==> src/rtl/sr_cmd_conditioner_pkg.sv <==
// Shared constants for the SR command conditioner: FSM encoding and parameter defaults.
package sr_cmd_conditioner_pkg;

    localparam logic [1:0] ST_IDLE    = 2'd0;
    localparam logic [1:0] ST_EMIT_S  = 2'd1;
    localparam logic [1:0] ST_EMIT_R  = 2'd2;
    localparam logic [1:0] ST_HOLDOFF = 2'd3;

    localparam int DB_CYCLES_DEF = 16;
    localparam int CNT_W_DEF     = 5;
    localparam int HOLDOFF_DEF   = 8;

endpackage

==> src/rtl/sr_cmd_conditioner_debounce.sv <==
// One button channel: 2-flop synchroniser, debounce counter, stable level and
// a one-cycle event on each debounced rising edge.
module sr_debounce_ch #(
    parameter int DB_CYCLES = 16,
    parameter int CNT_W     = 5
) (
    input  logic clk_i,
    input  logic rst_i,
    input  logic btn_i,
    output logic stable_o,
    output logic ev_o
);

    logic [1:0]       sync_q;
    logic [CNT_W-1:0] cnt_q, cnt_d;
    logic             stable_q, stable_d;
    logic             stable_dly_q;

    // Any sample equal to the stable level restarts the qualification window.
    always_comb begin
        cnt_d    = '0;
        stable_d = stable_q;
        if (sync_q[1] != stable_q) begin
            if (cnt_q == CNT_W'(DB_CYCLES - 1))
                stable_d = sync_q[1];
            else
                cnt_d = cnt_q + 1'b1;
        end
    end

    always_ff @(posedge clk_i or posedge rst_i) begin
        if (rst_i) begin
            sync_q       <= '0;
            cnt_q        <= '0;
            stable_q     <= 1'b0;
            stable_dly_q <= 1'b0;
        end else begin
            sync_q       <= {sync_q[0], btn_i};
            cnt_q        <= cnt_d;
            stable_q     <= stable_d;
            stable_dly_q <= stable_q;
        end
    end

    assign stable_o = stable_q;
    assign ev_o     = stable_q & ~stable_dly_q;

endmodule

==> src/rtl/sr_cmd_conditioner.sv <==
// Conditions two raw push-buttons into mutually exclusive single-cycle s/r
// command pulses with a post-pulse lockout and sticky conflict/overrun flags.
module sr_cmd_conditioner
    import sr_cmd_conditioner_pkg::*;
#(
    parameter int DB_CYCLES = DB_CYCLES_DEF,
    parameter int CNT_W     = CNT_W_DEF,
    parameter int HOLDOFF   = HOLDOFF_DEF
) (
    input  logic clk,
    input  logic rst,
    input  logic btn_s,
    input  logic btn_r,
    input  logic clr_flags,
    output logic s,
    output logic r,
    output logic s_stable,
    output logic r_stable,
    output logic conflict,
    output logic overrun
);

    localparam int HW = (HOLDOFF > 1) ? $clog2(HOLDOFF) : 1;

    logic          ev_s, ev_r;
    logic [1:0]    state_q, state_d;
    logic [HW-1:0] hold_q, hold_d;
    logic          conflict_q, conflict_d;
    logic          overrun_q, overrun_d;
    logic          s_q, r_q;

    sr_debounce_ch #(.DB_CYCLES(DB_CYCLES), .CNT_W(CNT_W)) u_db_s (
        .clk_i(clk), .rst_i(rst), .btn_i(btn_s), .stable_o(s_stable), .ev_o(ev_s)
    );

    sr_debounce_ch #(.DB_CYCLES(DB_CYCLES), .CNT_W(CNT_W)) u_db_r (
        .clk_i(clk), .rst_i(rst), .btn_i(btn_r), .stable_o(r_stable), .ev_o(ev_r)
    );

    always_comb begin
        state_d    = state_q;
        hold_d     = hold_q;
        conflict_d = conflict_q;
        overrun_d  = overrun_q;
        if (clr_flags) begin
            conflict_d = 1'b0;
            overrun_d  = 1'b0;
        end
        case (state_q)
            ST_IDLE: begin
                if (ev_s && ev_r)
                    conflict_d = 1'b1;
                else if (ev_s)
                    state_d = ST_EMIT_S;
                else if (ev_r)
                    state_d = ST_EMIT_R;
            end
            ST_EMIT_S, ST_EMIT_R: begin
                state_d = ST_HOLDOFF;
                hold_d  = HW'(HOLDOFF - 1);
            end
            ST_HOLDOFF: begin
                if (hold_q == '0)
                    state_d = ST_IDLE;
                else
                    hold_d = hold_q - 1'b1;
            end
        endcase
        // Events outside IDLE are dropped; the flag set overrides a same-cycle clear.
        if (state_q != ST_IDLE && (ev_s || ev_r))
            overrun_d = 1'b1;
    end

    always_ff @(posedge clk or posedge rst) begin
        if (rst) begin
            state_q    <= ST_IDLE;
            hold_q     <= '0;
            conflict_q <= 1'b0;
            overrun_q  <= 1'b0;
            s_q        <= 1'b0;
            r_q        <= 1'b0;
        end else begin
            state_q    <= state_d;
            hold_q     <= hold_d;
            conflict_q <= conflict_d;
            overrun_q  <= overrun_d;
            s_q        <= (state_d == ST_EMIT_S);
            r_q        <= (state_d == ST_EMIT_R);
        end
    end

    assign s        = s_q;
    assign r        = r_q;
    assign conflict = conflict_q;
    assign overrun  = overrun_q;

endmodule

==> config.mk <==
export PLATFORM = sky130hd
export DESIGN_NAME = sr_cmd_conditioner
export DESIGN_NICKNAME = d
export VERILOG_FILES = /design/src/rtl/sr_cmd_conditioner_pkg.sv /design/src/rtl/sr_cmd_conditioner_debounce.sv /design/src/rtl/sr_cmd_conditioner.sv
export SDC_FILE = /design/constraint.sdc
export NUM_CORES = 1
export LEC_CHECK = 0
export BUFFER_PORTS_ARGS = -buffer_cell sky130_fd_sc_hd__buf_2
export CAP_MARGIN = 25
export CORE_UTILIZATION = 40
export CTS_CLUSTER_SIZE = 10
export DETAILED_ROUTE_END_ITERATION = 12
export MAX_ROUTING_LAYER = met4
export PLACE_DENSITY_LB_ADDON = 0.2
export SETUP_SLACK_MARGIN = 0.2
export SLEW_MARGIN = 30
export SYNTH_ARGS = -nofsm -noshare
export SYNTH_HDL_FRONTEND = slang
export SYNTH_SLANG_ARGS = --single-unit
==> constraint.sdc <==
create_clock -name clk -period 2.5 [get_ports clk]
set_clock_uncertainty 0.05 [all_clocks]
set_input_delay 0.5 -clock clk [delete_from_list [all_inputs] [get_ports clk]]
set_output_delay 0.5 -clock clk [all_outputs]
set_load 0.02 [all_outputs]
-- Word level (Yosys, flattened, before mapping)
Index checks and enable logic that the tools add are counted.
- output and inout port bits: 6
- register bits after elaboration: 27
- logic and storage cells: 59
- input bits: 5
- reduce and logical (&&, ||, !) cells: 12
- equality and inequality tests: 10
- bitwise logic cells: 4
- $add $sub $neg: 3
- multiplexer cells: 16
- operators by type and width (operator ; count):
    $mux W5 ; 4
    $add A5 B1 Y5 const B ; 2
    $eq A5 B4 Y1 const B ; 2
    $mux W2 ; 4
    $eq A2 B2 Y1 const B ; 3
    $pmux W2 S3 ; 1
    $pmux W3 S2 ; 1
    $reduce_and A2 Y1 ; 3
    $reduce_bool A2 Y1 ; 3
    $mux W1 ; 5
    $eq A2 B1 Y1 const B ; 2
    $logic_not A3 Y1 ; 1
    $mux W3 ; 1
    $sub A3 B1 Y3 const B ; 1
    $and A1 B1 Y1 ; 2
    $logic_and A1 B1 Y1 ; 2
    $logic_not A2 Y1 ; 1
    $ne A1 B1 Y1 ; 2
    $ne A2 B2 Y1 const B ; 1
    $not A1 Y1 ; 2
    $reduce_or A2 Y1 ; 1
    $logic_or A1 B1 Y1 ; 1

-- Logic depth before layout (Yosys ltp)
- depth after elaboration: 7
- mapped depth: 6
- depth with buffers taken out: 6

-- Hierarchy
Synthesis repeated with hierarchy kept, for this count alone.
- cells, all modules: 103
- area total of the unflattened synthesis: 1193.6 µm²
- modules (own cells, without submodules) (module ; area each (µm²) ; cells an instance ; seq. area each (µm²) ; instances):
    sr_debounce_ch ; 342.8 ; 26 ; 225.2 ; 2
    sr_cmd_conditioner ; 508.0 ; 51 ; 225.2 ; 1

-- Worst setup path after synthesis
Ideal clock, no wire load.
- path kind: register to register
- start: reg hold_q[0]
- end: reg s_q (netlist: s)
- cell stages (with the launch flop): 7
- arrival time: 1.201 ns
- path slack: 1.130 ns
- cells stage by stage: dfrtp_1 inv_1 ha_1 nand2b_1 a311oi_1 a21oi_2 and2b_1
- word-level cells in the longest chain between the ends: 4
- ends and longest elaborated chain (item ; RTL line ; text):
    start: declaration ; sr_cmd_conditioner.sv:27 ; logic [HW-1:0] hold_q, hold_d;
    start signal: assignment ; sr_cmd_conditioner.sv:84 ; hold_q <= hold_d;
    $logic_not A3 Y1 ; sr_cmd_conditioner.sv:63 ; if (hold_q == '0)
    $mux W2 ; sr_cmd_conditioner.sv:63 ;
    $pmux W2 S3 ; sr_cmd_conditioner.sv:49 ; case (state_q)
    via state_d[0] ; sr_cmd_conditioner.sv:26 ; logic [1:0] state_q, state_d;
    $eq A2 B1 Y1 ; sr_cmd_conditioner.sv:87 ; s_q <= (state_d == ST_EMIT_S);
    end signal: assignment ; sr_cmd_conditioner.sv:87 ;
    end: declaration ; sr_cmd_conditioner.sv:30 ; logic s_q, r_q;
The timed path passes the listed nets, and every way through them passes these cells.
A chain may end at the register's enable or synchronous reset.

-- Final worst setup path
Ends and elaborated chain as after synthesis.

==> results by group <==
Clock network
  – Clock latency on the worst-skew pair: just over 0.3 ns
  – Total clock sinks: 27
  – CTS Hold Bufs: 0
  – CTS buffer count: 3
  – CTS tree: done
  – Root buf cell: clkbuf_4
  – Setup bufs post-CTS: 0
  – CTS H-tree lvls: 1
  – Post_cts resized: 0
  – Worst-path clk slew: between 0.1 and 0.15 ns
  – Clock Path Buffers: 2

Route
  – First-pass detailed-route iteration total: 3
  – DRC violations left: 0
  – Antenna viol nets, final: 0
  – Routed wire length per instance: 11.01 um
  – DRT Wirelength: between 1.5 and 2 mm
  – Routed vias: 676
  – 1st-iter DRT viols: 8
  – Via density: between 4 and 5

Floorplan
  – Chip Height: approximately 55 um
  – DIE AREA: roughly 0.003 mm2
  – Die W: about 55 um
  – Rows: 18
  – IO Count: 11
  – Initial core utilization: around 44%
  – Core area: between 0.002 and 0.003 mm2

Yosys
  – Syn Nets: 107
  – Sequential area share after synthesis: ~60%
  – Synth Area per Inst: ~12 um2
  – Synthesized area: about 0.0011 mm2
  – Synthesized netlist cell count: 95
  – YS warnings: 0
  – Yosys cell types: 24
  – Number of synthesized register bits: 27

Critical path
  – Crit path required time: between 2 and 3 ns
  – Max stage delay on crit path: slightly below 0.4 ns
  – Slowest cell on crit path: dfrtp_1
  – CP delay by family, top: flip-flops
  – Critical setup path kind: reg2reg
  – Critical path peak fanout: 4
  – R2R depth: 6
  – Crit start category: flip-flop
  – CP Cell Sequence: inv_1, ha_1, nand2b_1, a311oi_1, a31oi_1, and2b_1
  – Buf/Inv on CP: 1
  – Arrival @ worst endpoint: 1.70 ns
  – CP endpoint kind: flip-flop
  – Worst path depth: 6

GRT
  – Number of global-route vias before repair: ~650
  – Initial antenna violation count: 0
  – GR Util All Layers: a little over an eighth
  – First-pass GRT wire length: around 2.8 mm
  – Pin count of the biggest net entering global routing: 28
  – GRT overflow: 0

Layout
  – # diodes: 0
  – Final instance area: 0.001249 mm2
  – Commonest non-fill, non-tap cells in the layout: 27 x dfrtp_1, 10 x buf_2, 8 x inv_1, 8 x nor2_1, 7 x ha_1
  – Most common library cell in the layout ignoring fill and taps: dfrtp_1
  – FF/Latch Area: approximately 680 um2
  – Area Growth Syn to Fin: 10.77%
  – Fillers: 257
  – Layout Nets: 123
  – Layout cells sized above 1: 17.27%
  – Area of the multi-input gates: 421.7 um2

Power
  – Clock network power share: about 17%
  – Maximum VDD drop: 0.5797 mV
  – Net Sw Power: around 0.34 mW
  – Switching share of total power: about a third
  – Register share of total power: 50.9%
  – Int Power: between 0.7 and 0.8 mW
  – Leakage: 0.6601 nW
  – P per Cell Area: 842.9 mW/mm2
  – Combinational power share: roughly a third

STA
  – Crit path time final: between 1.5 and 2 ns
  – Tightest Pin Transition: around 0.34 ns
  – Final slew viol count: 0
  – Final WS setup: about 0.97 ns
  – Period Utilization, post-route: about three fifths
  – Slew margin rel.: between 70% and 80%
  – Final hold vios: 0
  – Post-route setup TNS: 0 ns
  – RSZ-0062 raised after global routing: false
  – Setup-failing EPs final: 0
  – FMAX: roughly 650 MHz

Placed design
  – Post-DP Area: around 0.0012 mm2
  – Hpwl dp: 1.155 mm
  – Post-Place Setup Slack: roughly 1.0 ns
  – I/O Buffers: 10
  – RePlAce Congestion: a little under 0.8

Worst hold path
  – Worst min-delay path class: in2async

Status
  – Status: finished, final reports clean

Flow run
  – Max_cap viols: 0
-- synthesized netlist by cell type --
cell type	count	area share [%]
o22ai_1	1	0.56
ha_1	7	7.8
xor2_1	6	4.7
a31oi_1	2	1.1
mux2_2	2	2.0
o21ai_1	1	0.44
maj3_2	1	1.0
inv_1	8	2.7
nand3_1	5	2.2
nor2b_4	1	1.2
a21o_1	1	0.67
nand2_1	4	1.3
dfrtp_1	27	60
and3_1	3	1.7
nor2b_1	2	1.1
a311oi_1	2	1.6
and2_1	3	1.7
a21oi_1	2	0.89
nor3_1	1	0.44
and2b_1	1	0.67
nand2b_1	3	1.7
a21oi_2	1	0.78
o21ai_0	3	1.3
nor2_1	8	2.7
-- logic make-up after synthesis --
family | after synthesis | share of synthesized area (%)
AO/OA/AOI/OAI | 13 | 7.325
XOR/XNOR | 6 | 4.661
adder cells (fa/ha/maj) | 8 | 8.768
buffers and inverters | 8 | 2.664
flip-flops | 27 | 59.93
multiplexers | 2 | 1.998
AND/OR/NAND/NOR | 31 | 14.65
-- per-stage QoR --
stage / total power, mW / std cells / util, % / hold slack (ns)
after floorplan: 0.8096 / 95 / - / 0.2812
after global placement: 0.8728 / 136 / 47.61 / 0.2827
after global routing: 1.152 / 140 / 48.64 / 0.1896
final: 1.052 / 140 / 48.64 / 0.1640
after detailed placement: 0.8870 / 136 / 47.61 / 0.2847
after CTS: 1.074 / 140 / 48.64 / 0.1610
-- power groups by stage --
stage / combinational, mW / sequential (mW) / clock [mW]
2_1_floorplan: 0.255 / 0.555 / 0
3_3_place_gp: 0.330 / 0.543 / 0
3_5_place_dp: 0.343 / 0.544 / 0
4_1_cts: 0.343 / 0.536 / 0.195
5_1_grt: 0.395 / 0.546 / 0.210
6_report: 0.338 / 0.536 / 0.178
-- path summary, 6_finish.rpt --
check	endpoint	start	slack, ns
worst max-delay path	s	hold_q[0]	0.97
worst min-delay path	overrun	rst	0.16
worst max register to register	s	hold_q[0]	0.97
worst min register to register	u_db_s.sync_q[1]	u_db_s.sync_q[0]	0.31
max in group asynchronous	u_db_s.cnt_q[1]	rst	1.99
min in group clk	u_db_s.sync_q[0]	btn_s	0.23
-- state kept, by name, summed over array words and instances (netlist names) --
name,flops
conflict,1
hold_q,3
overrun,1
r,1
s,1
state_q,2
u_db_r.cnt_q,5
u_db_r.stable_dly_q,1
u_db_r.stable_o,1
u_db_r.sync_q,2
u_db_s.cnt_q,5
u_db_s.stable_dly_q,1
u_db_s.stable_o,1
u_db_s.sync_q,2
-- per-layer routing --
| layer | global-route usage [%] | up-vias | share of wire [%] |
|---|---|---|---|
| met5 | - | - | 0 |
| met4 | 7.500 | 0 | 0.97 |
| met3 | 2.459 | 2 | 3.8 |
| met2 | 18.88 | 9 | 46 |
| met1 | 18.31 | 319 | 49 |
| li1 | - | 346 | - |
-- layout make-up --
type	count	area share [%]
multi-input combinational	60	33.77
tap	30	3.006
clock buffer	4	2.104
sequential	27	54.11
inverter	8	2.405
timing repair buffer	11	4.609
-- tightest hold or removal path: cells and delay by family --
family / cells / cell delay, ns
buffers and inverters: 3 / 0.44
No activity file was read; power rests on OpenSTA's default activity.
